--- src/rtl/mult_result_acc.sv ---
// Dot-product accumulator for the mult11s8s product stream, with a valid/ready result port.
// Define MULT_ACC_SAT_EN to saturate sums at the ACC_W range; otherwise sums wrap and out_sat is 0.
module mult_result_acc #(
    parameter int unsigned LATENCY   = 8,
    parameter int unsigned PROD_W    = 19,
    parameter int unsigned ACC_W     = 22,
    parameter int unsigned NUM_TERMS = 16
) (
    input  logic              clk,
    input  logic              rst_n,
    input  logic              in_valid,
    input  logic [PROD_W-1:0] prod,
    input  logic              clear,
    input  logic              out_ready,
    output logic              out_valid,
    output logic [ACC_W-1:0]  acc_out,
    output logic              out_sat,
    output logic              overrun
);

    localparam int unsigned CNT_W = $clog2(NUM_TERMS);

    logic [LATENCY-1:0] r_tag;
    logic [ACC_W-1:0]   r_acc;
    logic [CNT_W-1:0]   r_cnt;
    logic               r_out_valid;
    logic [ACC_W-1:0]   r_acc_out;
    logic               r_overrun;

    logic               w_prod_v;
    logic               w_dump;
    logic [ACC_W-1:0]   w_sum;

    assign w_prod_v = r_tag[LATENCY-1];
    assign w_dump   = w_prod_v && (r_cnt == CNT_W'(NUM_TERMS - 1));

`ifdef MULT_ACC_SAT_EN
    logic [ACC_W:0] w_wide;
    logic           w_ovf;
    logic           r_blk_sat;
    logic           r_out_sat;

    // One guard bit: overflow shows as disagreement between the top two bits.
    assign w_wide = (ACC_W+1)'(signed'(r_acc)) + (ACC_W+1)'(signed'(prod));
    assign w_ovf  = w_wide[ACC_W] ^ w_wide[ACC_W-1];

    always_comb begin
        w_sum = w_wide[ACC_W-1:0];
        if (w_ovf) begin
            w_sum             = {ACC_W{~w_wide[ACC_W]}};
            w_sum[ACC_W-1]    = w_wide[ACC_W];
        end
    end

    always_ff @(posedge clk or negedge rst_n) begin
        if (!rst_n) begin
            r_blk_sat <= 1'b0;
            r_out_sat <= 1'b0;
        end else if (clear) begin
            r_blk_sat <= 1'b0;
            r_out_sat <= 1'b0;
        end else if (w_dump) begin
            r_out_sat <= r_blk_sat | w_ovf;
            r_blk_sat <= 1'b0;
        end else if (w_prod_v && w_ovf) begin
            r_blk_sat <= 1'b1;
        end
    end

    assign out_sat = r_out_sat;
`else
    assign w_sum   = r_acc + ACC_W'(signed'(prod));
    assign out_sat = 1'b0;
`endif

    always_ff @(posedge clk or negedge rst_n) begin
        if (!rst_n) begin
            r_tag       <= '0;
            r_acc       <= '0;
            r_cnt       <= '0;
            r_out_valid <= 1'b0;
            r_acc_out   <= '0;
            r_overrun   <= 1'b0;
        end else if (clear) begin
            r_tag       <= '0;
            r_acc       <= '0;
            r_cnt       <= '0;
            r_out_valid <= 1'b0;
            r_overrun   <= 1'b0;
        end else begin
            r_tag <= (r_tag << 1) | LATENCY'(in_valid);
            if (w_dump) begin
                r_acc       <= '0;
                r_cnt       <= '0;
                r_acc_out   <= w_sum;
                r_out_valid <= 1'b1;
                if (r_out_valid && !out_ready)
                    r_overrun <= 1'b1;
            end else begin
                if (w_prod_v) begin
                    r_acc <= w_sum;
                    r_cnt <= r_cnt + 1'b1;
                end
                if (r_out_valid && out_ready)
                    r_out_valid <= 1'b0;
            end
        end
    end

    assign out_valid = r_out_valid;
    assign acc_out   = r_acc_out;
    assign overrun   = r_overrun;

endmodule

--- config.mk ---
export PLATFORM = sky130hd
export DESIGN_NAME = mult_result_acc
export DESIGN_NICKNAME = d
export VERILOG_FILES = /design/src/rtl/mult_result_acc.sv
export SDC_FILE = /design/constraint.sdc
export NUM_CORES = 1
export LEC_CHECK = 0
export CAP_MARGIN = 20
export CELL_PAD_IN_SITES_DETAIL_PLACEMENT = 0
export CELL_PAD_IN_SITES_GLOBAL_PLACEMENT = 1
export CORE_ASPECT_RATIO = 0.9
export CORE_UTILIZATION = 45
export CTS_BUF_LIST = sky130_fd_sc_hd__clkbuf_2
export DETAILED_ROUTE_END_ITERATION = 10
export GPL_TIMING_DRIVEN = 0
export PLACE_DENSITY_LB_ADDON = 0.15
export REMOVE_ABC_BUFFERS = 1
export SLEW_MARGIN = 20
export SYNTH_ARGS = -nofsm -noshare
export SYNTH_HDL_FRONTEND = slang
export SYNTH_SLANG_ARGS = --single-unit
--- constraint.sdc ---
create_clock -name clk -period 6.3 [get_ports clk]
set_input_delay 0.945 -clock clk [delete_from_list [all_inputs] [get_ports clk]]
set_output_delay 0.945 -clock clk [all_outputs]
set_load 0.02 [all_outputs]
==> results.py <==
metrics = {
    "timing": {
        "fmax_mhz": 303,
        "finalSetupTns_ns": 0,
        "clock_skew_ns": 0.0180,
        "slew_headroom_pct": 40.2,
        "final.period_utilization_pct": 52.4,
        "tightest_slew_ns": 0.897,
        "finalHoldViolations": 0,
        "slew_violations": 0,
        "setup_viol": 0,
        "rsz0062_at_grt": "false",
        "period_minus_slack_ns": 3.30,
    },
    "clocking": {
        "cts_tree": "done",
        "cts-htree-levels": 3,
        "clk_latency_ns": 0.49,
        "cts.reportedPaths.clkPinSlew_ns": 0.16,
        "cts_root_buffer": "clkbuf_2",
        "clockBufferDepth": 2,
        "cts_buffers": 9,
        "clkSinkCount": 58,
        "post-cts-setup-buffers": 0,
        "cts_hold_buf": 0,
        "cts_resized": 0,
    },
    "routing": {
        "dr_total_vias": 2426,
        "drt_iter0_markers": 90,
        "via_per_inst": 5.32,
        "drcViolationCount": 0,
        "post_drt_wl_per_cell_um": 14.8,
        "ant_nets": 0,
        "routed_wl_mm": 6.75,
        "drt_pass1_iterations": 4,
    },
    "setup_path": {
        "crit_family": "compound AO/OA/AOI/OAI gates",
        "start_kind": "input port",
        "critPathMaxFanout": 4,
        "reg2reg_from": "r_acc[0]$_DFFE_PN0P_",
        "path_class": "input port to register",
        "cpPeakStageDelay_ns": 0.42,
        "rrSetupSlack_ns": 3.51,
        "path_buf_inv": 1,
        "r2r_cells": 9,
        "critPathCaptureType": "register",
        "worstPathRequired_ns": 6.68,
        "cp_cell_sequence": "clkdlybuf4s50_1 > ha_1 > fa_1 > a21oi_1 > nor2b_1 > a311o_1 > a211o_2 > a31oi_4 > xnor2_1 > mux2_2",
        "worstPathArrival_ns": 3.68,
        "cp_slowest_cell": "a311o_1",
        "reg2reg_to": "acc_out[14]$_DFFE_PN0P_",
    },
    "global_routing": {
        "grt_overflow": 0,
        "antenna_found_initial": 0,
        "first_global_vias": 2376,
        "grt_max_degree": 36,
        "grt_pass1_wl_mm": 11.5,
        "track_usage_pct": 20.2,
    },
    "floorplan": {
        "die_x_um": 91.0,
        "io_pins": 49,
        "rows": 28,
        "start_util_pct": 47.6,
        "core-area_mm2": 0.00673,
        "die-area_mm2": 0.00746,
        "die_h_um": 82.1,
    },
    "power_and_ir_drop": {
        "p_switching_w": 0.000182,
        "peakVddDrop_v": 0.000133,
        "power_frac_clock_pct": 31.8,
        "comb_power_share_pct": 13.0,
        "sw_frac_of_total_pct": 26.2,
        "power.density_mw_per_mm2": 179,
        "internal_power_w": 0.000514,
        "seq_power_share_pct": 55.2,
        "power.leakage_nw": 1.82,
    },
    "synth": {
        "synthCells": 314,
        "synthFlopType": "dfrtp_1",
        "async_flop_share_pct": 100,
        "netlist_area_mm2": 0.00320,
        "ys_warn_count": 0,
        "ys_ff_latch": 58,
        "yosysSeqAreaShare_pct": 45.3,
        "synth.avg_cell_area_um2": 10.2,
        "ys_types": 49,
        "synth_edf_count": 0,
    },
    "cells_and_area": {
        "area_growth_pct": 21.1,
        "antennaDiodeCount": 0,
        "drive_above_1_share_pct": 9.29,
        "seq_area_mm2": 0.00145,
        "final_common_cell": "dfrtp_1",
        "fin_util_pct": 57.7,
        "final_cell_mix": "dfrtp_1 (58), nand2_1 (54), clkdlybuf4s50_1 (46)",
        "multi_input_area_mm2": 0.00170,
        "fin_nets": 409,
        "fillerInstances": 623,
    },
    "hold_path": {
        "min_path_type": "input port to asynchronous set/reset pin",
    },
    "placement": {
        "dp_hpwl_mm": 4.95,
        "routabilityCongestion": 0.805,
        "io_buffers": 47,
    },
    "run_status": {
        "outcome": "finished, final reports clean",
    },
    "flow_run": {
        "maxCapViolations": 0,
    },
}
Yosys cell counts, types with 3 or more instances:
cell	count	area (µm²)
nand2b_1	3	18.8
ha_1	22	275
dfrtp_1	58	1450
clkbuf_1	11	41.3
mux2_2	8	90.1
and2_1	4	25.0
nand4_1	3	18.8
o21ai_0	18	90.1
xor2_1	8	70.1
nor2b_1	12	75.1
nor2_1	9	33.8
nand2_1	54	203
a21boi_0	3	22.5
xnor2_1	13	114
o21a_1	3	22.5
a21oi_1	19	95.1
a22o_1	18	158
o211ai_1	4	30.0
and3_1	4	25.0
nor3_1	3	15.0
routing by layer:
metal | track usage (%) | part of all wire (%) | wire length [µm] | vias up
li1 | - | - | - | 1213
met2 | 31.9 | 45 | 3020 | 42
met1 | 27.2 | 50 | 3370 | 1161
met3 | 5.37 | 3.8 | 259 | 10
met4 | 6.67 | 1.4 | 95 | 0
met5 | 0 | 0 | 0 | -
stage by stage:
step	worst slack, ns	total power [W]	instance area (µm²)	hold WS, ns	instances
floorplan	3.14	0.000433	3150	0.439	301
global placement	2.43	0.000479	3730	0.442	438
detailed placement	2.53	0.000483	3780	0.446	441
CTS	3.05	0.000707	3880	0.311	456
global route	2.91	0.000737	3880	0.282	456
finish	3.00	0.000697	3880	0.323	456
flip-flops by register name, summed over array words and instances (netlist names):
name       cells
overrun        1
r_tag          8
r_acc         22
out_valid      1
acc_out       22
r_cnt          4
how the worst max path moves through the flow:
stage | start | endpoint | slack [ns] | cells past startpoint
6_report | prod[0] | acc_out[14]$_DFFE_PN0P_ | 3.00 | 10
5_1_grt | prod[0] | acc_out[14]$_DFFE_PN0P_ | 2.91 | 10
2_1_floorplan | prod[0] | acc_out[14]$_DFFE_PN0P_ | 3.14 | 9
3_3_place_gp | rst_n | r_tag[0]$_DFF_PN0_ | 2.43 | 1
3_5_place_dp | prod[0] | acc_out[14]$_DFFE_PN0P_ | 2.53 | 10
4_1_cts | prod[0] | acc_out[14]$_DFFE_PN0P_ | 3.05 | 10
power groups by stage:
stage	registers (W)	logic, W	clock network [W]
floorplan	0.000401	0.0000328	0
global placement	0.000391	0.0000878	0
detailed placement	0.000391	0.0000913	0
CTS	0.000385	0.0000916	0.000231
global route	0.000386	0.0000999	0.000251
finish	0.000384	0.0000905	0.000222
worst reg2reg max path: stages (launching register included):
cell	delay, ns
dfrtp_1	0.40
ha_1	0.22
fa_1	0.41
a21oi_1	0.17
nor2b_1	0.08
a311o_1	0.43
a211o_2	0.41
a31oi_4	0.21
xnor2_1	0.10
mux2_2	0.27
cell families after synthesis:
kind of cell               share of synthesized area (%)
muxes                                               3.12
and+or+nand+nor                                     15.0
DFF                                                 45.3
adders and majority gates                           9.22
xor gates and xnor gates                            6.44
buffers and inverters                               1.91
AOI/OAI and AO/OA                                   18.9
other                                              0.117
final cells by class:
| class | instances | area share [%] |
|---|---|---|
| Inverter | 2 | 0.193 |
| Multi-Input combinational cell | 241 | 43.7 |
| Sequential cell | 58 | 37.4 |
| Timing Repair Buffer | 50 | 13.2 |
| Clock inverter | 4 | 1.13 |
| Tap cell | 90 | 2.90 |
| Clock buffer | 11 | 1.42 |
(Power assumes the default switching activity.)
